File: src/rtl/quad_encoder_gen.sv
`default_nettype none
// ============================================================================
// Module      : quad_encoder_gen
// Description : Quadrature encoder signal generator. Converts a speed /
//               direction / step command into A/B quadrature waveforms, a
//               signed edge position and a once-per-revolution index.
// Revision    : 1.0 - initial release
// ============================================================================
module quad_encoder_gen #(
    parameter int DATA_WIDTH     = 16,
    parameter int COUNTS_PER_REV = 24
) (
    input  logic                  clk,
    input  logic                  reset,
    input  logic                  cmd_valid,
    output logic                  cmd_ready,
    input  logic                  cmd_mode,
    input  logic                  cmd_dir,
    input  logic [DATA_WIDTH-1:0] cmd_period,
    input  logic [DATA_WIDTH-1:0] cmd_steps,
    input  logic                  stop,
    output logic                  encoder_a,
    output logic                  encoder_b,
    output logic                  index,
    output logic [DATA_WIDTH-1:0] position,
    output logic                  busy,
    output logic                  done
);

    localparam int REV_W = (COUNTS_PER_REV > 2) ? $clog2(COUNTS_PER_REV) : 1;

    localparam logic [1:0] c_ST_IDLE = 2'd0;
    localparam logic [1:0] c_ST_RUN  = 2'd1;
    localparam logic [1:0] c_ST_MOVE = 2'd2;

    localparam logic [DATA_WIDTH-1:0] c_ZERO    = '0;
    localparam logic [DATA_WIDTH-1:0] c_ONE     = DATA_WIDTH'(1);
    localparam logic [DATA_WIDTH-1:0] c_TWO     = DATA_WIDTH'(2);
    localparam logic [REV_W-1:0]      c_REV_MAX = REV_W'(COUNTS_PER_REV - 1);
    localparam logic [REV_W-1:0]      c_REV_ONE = REV_W'(1);

    logic [1:0]            r_state;
    logic [1:0]            w_next_state;
    logic                  r_dir;
    logic [DATA_WIDTH-1:0] r_period;
    logic [DATA_WIDTH-1:0] r_timer;
    logic [DATA_WIDTH-1:0] r_remaining;
    logic [DATA_WIDTH-1:0] r_position;
    logic [REV_W-1:0]      r_rev;
    logic                  r_a;
    logic                  r_b;
    logic                  r_index;
    logic                  r_done;

    logic                  w_active;
    logic                  w_accept;
    logic                  w_expire;
    logic                  w_edge;
    logic                  w_move_last;
    logic                  w_steps_zero;
    logic [DATA_WIDTH-1:0] w_cmd_period;
    logic                  w_a_next;
    logic                  w_b_next;
    logic [REV_W-1:0]      w_rev_next;
    logic [DATA_WIDTH-1:0] w_pos_next;

    // Command handshake, edge timing and qualified edge strobe
    always_comb begin
        w_active     = (r_state == c_ST_RUN) || (r_state == c_ST_MOVE);
        w_accept     = cmd_valid && cmd_ready;
        w_expire     = w_active && (r_timer == (r_period - c_ONE));
        // stop and a freshly accepted command both suppress a due edge
        w_edge       = w_expire && !stop && !w_accept;
        w_move_last  = (r_state == c_ST_MOVE) && (r_remaining == c_ONE);
        w_steps_zero = (cmd_steps == c_ZERO);
        w_cmd_period = (cmd_period < c_TWO) ? c_TWO : cmd_period;
    end

    // Next quadrature phase, revolution count and position for one edge
    always_comb begin
        // Forward rotates {a,b} 00->01->11->10, reverse walks it backwards
        if (r_dir) begin
            w_a_next   = r_b;
            w_b_next   = ~r_a;
            w_rev_next = (r_rev == c_REV_MAX) ? '0 : r_rev + c_REV_ONE;
            w_pos_next = r_position + c_ONE;
        end else begin
            w_a_next   = ~r_b;
            w_b_next   = r_a;
            w_rev_next = (r_rev == '0) ? c_REV_MAX : r_rev - c_REV_ONE;
            w_pos_next = r_position - c_ONE;
        end
    end

    // State register
    always_ff @(posedge clk or negedge reset) begin
        if (!reset) begin
            r_state <= c_ST_IDLE;
        end else begin
            r_state <= w_next_state;
        end
    end

    // Next-state decode
    always_comb begin
        w_next_state = r_state;
        case (r_state)
            c_ST_IDLE, c_ST_RUN: begin
                if (stop) begin
                    w_next_state = c_ST_IDLE;
                end else if (w_accept) begin
                    if (!cmd_mode) begin
                        w_next_state = c_ST_RUN;
                    end else if (w_steps_zero) begin
                        w_next_state = c_ST_IDLE;
                    end else begin
                        w_next_state = c_ST_MOVE;
                    end
                end
            end
            c_ST_MOVE: begin
                if (stop || (w_edge && w_move_last)) begin
                    w_next_state = c_ST_IDLE;
                end
            end
            default: w_next_state = c_ST_IDLE;
        endcase
    end

    // State-derived outputs
    always_comb begin
        cmd_ready = ((r_state == c_ST_IDLE) || (r_state == c_ST_RUN)) && !stop;
        busy      = (r_state != c_ST_IDLE);
    end

    // Command latch, edge timer and quadrature/position datapath
    always_ff @(posedge clk or negedge reset) begin
        if (!reset) begin
            r_dir       <= 1'b0;
            r_period    <= c_TWO;
            r_timer     <= c_ZERO;
            r_remaining <= c_ZERO;
            r_position  <= c_ZERO;
            r_rev       <= '0;
            r_a         <= 1'b0;
            r_b         <= 1'b0;
            r_index     <= 1'b0;
            r_done      <= 1'b0;
        end else begin
            r_done <= (w_accept && cmd_mode && w_steps_zero) || (w_edge && w_move_last);

            if (w_accept) begin
                r_dir    <= cmd_dir;
                r_period <= w_cmd_period;
                r_timer  <= c_ZERO;
                if (cmd_mode) begin
                    r_remaining <= cmd_steps;
                end
            end else if (!w_active || stop || w_expire) begin
                r_timer <= c_ZERO;
            end else begin
                r_timer <= r_timer + c_ONE;
            end

            if (w_edge) begin
                r_a        <= w_a_next;
                r_b        <= w_b_next;
                r_rev      <= w_rev_next;
                r_index    <= (w_rev_next == '0);
                r_position <= w_pos_next;
                if (r_state == c_ST_MOVE) begin
                    r_remaining <= r_remaining - c_ONE;
                end
            end
        end
    end

    assign encoder_a = r_a;
    assign encoder_b = r_b;
    assign index     = r_index;
    assign position  = r_position;
    assign done      = r_done;

endmodule
`default_nettype wire

File: config.mk
export PLATFORM = sky130hd
export DESIGN_NAME = quad_encoder_gen
export DESIGN_NICKNAME = d
export VERILOG_FILES = /design/src/rtl/quad_encoder_gen.sv
export SDC_FILE = /design/constraint.sdc
export NUM_CORES = 1
export LEC_CHECK = 0
export ABC_CLOCK_PERIOD_IN_PS = 3900
export BUFFER_PORTS_ARGS = -buffer_cell sky130_fd_sc_hd__buf_2
export CAP_MARGIN = 10
export CORE_MARGIN = 1
export CORE_UTILIZATION = 30
export CTS_CLUSTER_SIZE = 10
export DETAILED_ROUTE_END_ITERATION = 8
export PLACE_DENSITY_LB_ADDON = 0.12
export SYNTH_ARGS = -nofsm -noshare
export SYNTH_HDL_FRONTEND = slang
export SYNTH_SLANG_ARGS = --single-unit
File: constraint.sdc
create_clock -name clk -period 3.9 [get_ports clk]
set_clock_uncertainty 0.1 [all_clocks]
set_input_delay 0.78 -clock clk [delete_from_list [all_inputs] [get_ports clk]]
set_output_delay 0.78 -clock clk [all_outputs]
set_load 0.02 [all_outputs]
==> flow_metrics.tcl, run 1 <==
set metrics [dict create \
    path_cells "inv_1, ha_1, or4b_1, or4_1, a21oi_1, a41oi_1, nor3_4, and4_1, mux2_1, nor2_1" \
    drtIter0Drc 211 \
    ff2ff_path_depth 10 \
    dp_cells 884 \
    multi_input_area_um2 3050 \
    routabilityCongestion 0.882 \
    final_common_cell "nand2_1" \
    grtUsageTotal_pct 16.0 \
    diodes 0 \
    cts_max_level 3 \
    setup_viol 0 \
    max_stage_delay_ps 590 \
    tns_ps 0 \
    portBuffers 59 \
    grt_pass1_vias 4356 \
    status "complete, no violations" \
    min_path_cells 1 \
    fin_cells 900 \
    holdBufCountCts 0 \
    synth_edf_count 0 \
    hp-class "reg2reg" \
    finalInstanceArea_um2 5970 \
    syn_nets 681 \
    final_nets 737 \
    crit_arrival_ps 3770 \
    critical_path_class "reg2reg" \
    startpoint_type "flip-flop" \
    post_synth_inst_count 619 \
    die_w_um 133 \
    postRouteAntennaNets 0 \
    worstHoldStart "position[15]" \
    cp.required_ps 4080 \
    drive_above_1_share_pct 14.6 \
    min_period_over_period_pct 92.0 \
    synth_seq_cells 76 \
    reg2reg_setup_slack_ps 310 \
    initial_core_util_pct 30.9 \
    final_util_pct 35.8 \
    finalMaxSlewViolations 0 \
    die-area_um2 17700 \
    yosys_warnings 0 \
    whs_endpoint "position[15]" \
    route.detailed.drc 0 \
    wl_per_cell_um 14.8 \
    cap_violations 0 \
    most-common-layout-cells "107 x nand2_1, 75 x dfrtp_1, 65 x nor2_1" \
    end_kind "flip-flop" \
    slowest_stage "or4b_1" \
    grt_overflow 0 \
    antenna_found_initial 0 \
    power_density_nw_per_um2 412 \
    dpl_cell_area_um2 5670 \
    num_io_pins 60 \
    async_reset_ff_share_pct 100 \
    grt_pass1_wl_um 22300 \
    cts_tree "done" \
    cts-buffers-inserted 9 \
    vdd_ir_drop_max_v 0.000215 \
    fin_crit_ps 3590 \
    coreArea_um2 16600 \
    setup_ws_ps 312 \
    yosysSeqAreaShare_pct 37.0 \
    crit_start "r_period[0]" \
    grt_setup_unrepaired "false" \
    final_hold_viol_count 0 \
    wirelength_um 13300 \
    cts_root_buf "clkbuf_16" \
    dp_slack_ps 363 \
    p_leak_nw 2.66 \
    area.growth.synth_to_final_pct 16.1 \
    worstReg2RegEnd "r_remaining[2]" \
    cts.clk_slew.worst_paths_ps 60 \
    fillers 1755 \
    dieHeight_um 133 \
    relSlewSlack_pct 33.6 \
    cp_max_fo 8 \
    dpl.hpwl_um 9910 \
    drt-vias-per-instance 5.11 \
    worstMarginPinSlew_ps 996 \
    clock_latency_ps 350 \
    seq_area_um2 1900 \
    num_vias 4601 \
    max_freq_mhz 279 \
    synth_area_um2 5140 \
    rr_startpoint "r_period[0]" \
    fp-row-count 47 \
    grt_max_degree 77 \
    yosysUniqueCellTypes 70 \
    synth.avg_cell_area_um2 8.30 \
    drt_first_pass_iters 5 \
    cts_sinks 76 \
    synthFlopType "dfrtp_1" \
    cts.path.max_buffers 2 \
]
report_power, final:
part | internal, mW | leakage, nW | switching (mW)
Combinational | 0.264 | 1.53 | 0.355
Sequential | 0.873 | 0.989 | 0.127
Clock | 0.492 | 0.137 | 0.349
Total | 1.63 | 2.66 | 0.831
synthesized netlist by cell type (10+ instances only):
library cell / instances / share of area (%)
nand2_1: 107 / 7.8
dfrtp_1: 75 / 37
nor2_1: 65 / 4.7
nor3_1: 33 / 3.2
xnor2_1: 30 / 5.1
nand3_1: 28 / 2.7
o21ai_0: 24 / 2.3
xor2_1: 24 / 4.1
ha_1: 23 / 5.6
a21oi_1: 22 / 2.1
inv_1: 21 / 1.5
clkbuf_1: 14 / 1.0
nor4_1: 14 / 1.7
nand2b_1: 11 / 1.3
nand4_1: 10 / 1.2
worst max-delay path, delay by kind of cell (launching register included):
family / cells / cell delay, ps
AO/OA/AOI/OAI: 2 / 270
multiplexers: 1 / 350
AND/OR/NAND/NOR: 5 / 1980
adder cells (fa/ha/maj): 1 / 300
flip-flops: 1 / 430
buffers and inverters: 1 / 100
final cells by class:
cell class | count | area share, %
Timing Repair Buffer | 68 | 6.12
Sequential cell | 76 | 31.9
Clock buffer | 9 | 3.78
Multi-Input combinational cell | 499 | 51.1
Inverter | 21 | 1.32
Tap cell | 220 | 4.61
Clock inverter | 7 | 1.13
worst max-delay path by stage:
stage	to	slack [ps]	cells after the start
2_1_floorplan	r_remaining[2]	650	12
3_3_place_gp	r_remaining[2]	450	10
3_5_place_dp	r_remaining[2]	360	10
4_1_cts	r_remaining[2]	330	10
5_1_grt	position[8]	80	11
6_report	r_remaining[2]	310	10
registers in the layout (all words and copies together), names as in the netlist:
name / flops
position: 16
r_period: 16
r_remaining: 16
r_timer: 16
r_rev: 5
r_state: 2
done: 1
encoder_a: 1
encoder_b: 1
index: 1
r_dir: 1
per-stage QoR:
step / total power, mW / hold WS, ps
2_1_floorplan: 1.45 / 365
3_3_place_gp: 1.62 / 356
3_5_place_dp: 1.63 / 364
4_1_cts: 2.49 / 372
5_1_grt: 2.63 / 380
6_report: 2.46 / 361
routing by layer:
metal | up-vias | track usage, % | share of wire (%) | wire length, um
met4 | 0 | 5.43 | 1.7 | 225
met3 | 18 | 3.37 | 4.3 | 568
li1 | 2301 | - | - | -
met5 | - | 0 | 0 | 0
met1 | 2180 | 21.6 | 48 | 6410
met2 | 102 | 25.3 | 46 | 6120
cell families after synthesis:
| kind of cell | Yosys count | share of synthesized area, % |
|---|---|---|
| adder cells (fa/ha/maj) | 24 | 5.99 |
| multiplexers | 3 | 0.633 |
| buffers and inverters | 44 | 3.63 |
| XOR/XNOR | 55 | 9.64 |
| AND/OR/NAND/NOR | 313 | 30.0 |
| flip-flops | 76 | 37.0 |
| AO/OA/AOI/OAI | 104 | 13.1 |
repair_timing:
action,CTS,global route
buffers inserted,0,0
resized for setup,0,1
endpoints found under the setup margin,0,1
Power figures use the tool's default switching activity.
==> inputs of run 2 (changes only) <==
- PLACE_DENSITY: not set -> 0.52
- PLACE_DENSITY_LB_ADDON: 0.12 -> not set
==> run 2 against run 1 <==
- register-to-register slack gained 90 ps
- fmax grew 2.7%
- clock power shrank 6.1%
- via count shrank 1.1%
- non-clock buffer count shrank 3
- highest routed layer unchanged
- first-iteration DRC count grew 12%
- sequential power is essentially flat
==> flow_metrics.tcl, run 2 (synthesis results as in run 1) <==
set metrics [dict create \
    startpoint_type "flip-flop" \
    area.growth.synth_to_final_pct 15.3 \
    die_w_um 133 \
    fillers 1744 \
    grt_max_degree 77 \
    hp-class "reg2reg" \
    wl_per_cell_um 14.4 \
    cts_tree "done" \
    p_leak_nw 2.65 \
    antenna_found_initial 0 \
    final_common_cell "nand2_1" \
    vdd_ir_drop_max_v 0.000286 \
    route.detailed.drc 0 \
    p_comb_share_pct 25.4 \
    swShare_pct 33.6 \
    diodes 0 \
    coreArea_um2 16600 \
    worstReg2RegEnd "r_remaining[5]" \
    drtIter0Drc 237 \
    max_freq_mhz 286 \
    cts_root_buf "clkbuf_16" \
    cts_max_level 3 \
    dieHeight_um 133 \
    max_stage_delay_ps 570 \
    num_io_pins 60 \
    cts_sinks 76 \
    internal_power_mw 1.60 \
    rr_startpoint "r_period[0]" \
    path_cells "inv_1, ha_1, or4b_1, or4_1, a21oi_1, a41oi_1, nor3_4, and4_1, buf_4, nor3_1, nor3_1" \
    most-common-layout-cells "107 x nand2_1, 75 x dfrtp_1, 65 x nor2_1" \
    holdBufCountCts 0 \
    setup_viol 0 \
    cts_resized 0 \
    worstMarginPinSlew_ps 1010 \
    grt_pass1_wl_um 21900 \
    final_hold_viol_count 0 \
    fin_crit_ps 3500 \
    min_period_over_period_pct 89.6 \
    power_density_nw_per_um2 406 \
    cts-buffers-inserted 9 \
    tns_ps 0 \
    final_util_pct 35.6 \
    grt_setup_unrepaired "false" \
    cts.path.max_buffers 2 \
    cp.required_ps 4050 \
    portBuffers 59 \
    slowest_stage "or4b_1" \
    final_nets 734 \
    drt-vias-per-instance 5.07 \
    cap_violations 0 \
    dp_cells 881 \
    grt_pass1_vias 4416 \
    seq_area_um2 1900 \
    clock_latency_ps 350 \
    status "complete, no violations" \
    grtUsageTotal_pct 15.6 \
    hold_ws_ps 366 \
    crit_arrival_ps 3640 \
    critical_path_class "reg2reg" \
    min_path_cells 1 \
    cp_max_fo 8 \
    post_cts_buffers 0 \
    critPathBufInv 2 \
    finalMaxSlewViolations 0 \
    clkPwrFrac_pct 32.8 \
    power_mw 2.41 \
    wirelength_um 12900 \
    p_sw_mw 0.809 \
    num_vias 4550 \
    ff2ff_path_depth 11 \
    drive_above_1_share_pct 13.7 \
    end_kind "flip-flop" \
    die-area_um2 17700 \
    grt_overflow 0 \
    pwr-share-seq_pct 41.8 \
    postRouteAntennaNets 0 \
    dpl.hpwl_um 9520 \
    cp_common_cell "nor3_1" \
    cts.clk_slew.worst_paths_ps 60 \
    routabilityCongestion 0.897 \
    fin_cells 897 \
    whs_endpoint "position[15]" \
    reg2reg_setup_slack_ps 400 \
    cp_top_family "simple AND/OR/NAND/NOR gates" \
    fp-row-count 47 \
    relSlewSlack_pct 32.4 \
    drt_first_pass_iters 4 \
    multi_input_area_um2 3050 \
    initial_core_util_pct 30.9 \
    worstHoldStart "position[15]" \
]
[run 2: cell types whose count changed in the layout (fill, tap and decap cells not counted)]
cell,change
buf_4,-3
o311ai_1,-1
clkbuf_1,+3
clkinv_2,-1
o311ai_0,+1
clkbuf_8,+2
bufinv_16,-1
clkinvlp_4,-3
[run 2: per-stage QoR]
| step | cell area [um^2] | setup slack (ps) |
|---|---|---|
| floorplan | 5140 | 646 |
| global placement | 5650 | 493 |
| detailed placement | 5650 | 422 |
| CTS | 5920 | 396 |
| global route | 5920 | 112 |
| finish | 5920 | 405 |
[run 2: how the worst max path moves through the flow]
stage,startpoint,to,slack (ps),depth (start not counted)
2_1_floorplan,r_period[0],r_remaining[2],650,12
3_3_place_gp,r_period[0],position[14],490,9
3_5_place_dp,r_period[0],r_remaining[5],420,11
4_1_cts,r_period[0],r_remaining[6],400,11
5_1_grt,r_period[0],r_remaining[6],110,11
6_report,r_period[0],r_remaining[5],400,11
[run 2: layer usage]
| layer | vias to the layer above | wire length (um) | global-route usage [%] |
|---|---|---|---|
| li1 | 2289 | - | - |
| met1 | 2166 | 6280 | 20.3 |
| met2 | 81 | 5890 | 25.0 |
| met3 | 14 | 543 | 4.21 |
| met4 | 0 | 195 | 4.47 |
| met5 | - | 0 | 0 |
[run 2: layout make-up]
type                            instances  share of cell area [%]
Clock buffer                           14                    4.46
Timing Repair Buffer                   65                    5.79
Tap cell                              220                    4.65
Inverter                               21                    1.33
Multi-Input combinational cell        499                    51.5
Sequential cell                        76                    32.1
Clock inverter                          2                   0.169
[run 2: worst register-to-register path, stage by stage, from the launching register on]
cell     delay [ps]
dfrtp_1         420
inv_1           100
ha_1            280
or4b_1          570
or4_1           540
a21oi_1         150
a41oi_1         120
nor3_4          360
and4_1          330
buf_4           200
nor3_1           60
nor3_1          180
[run 2: power by group through the flow]
stage               combinational (mW)  clock, mW  sequential [mW]
floorplan                        0.481          0            0.966
CTS                              0.614      0.820             1.00
finish                           0.611      0.790             1.01
global route                     0.698      0.854             1.02
global placement                 0.603          0             1.01
detailed placement               0.611          0             1.02
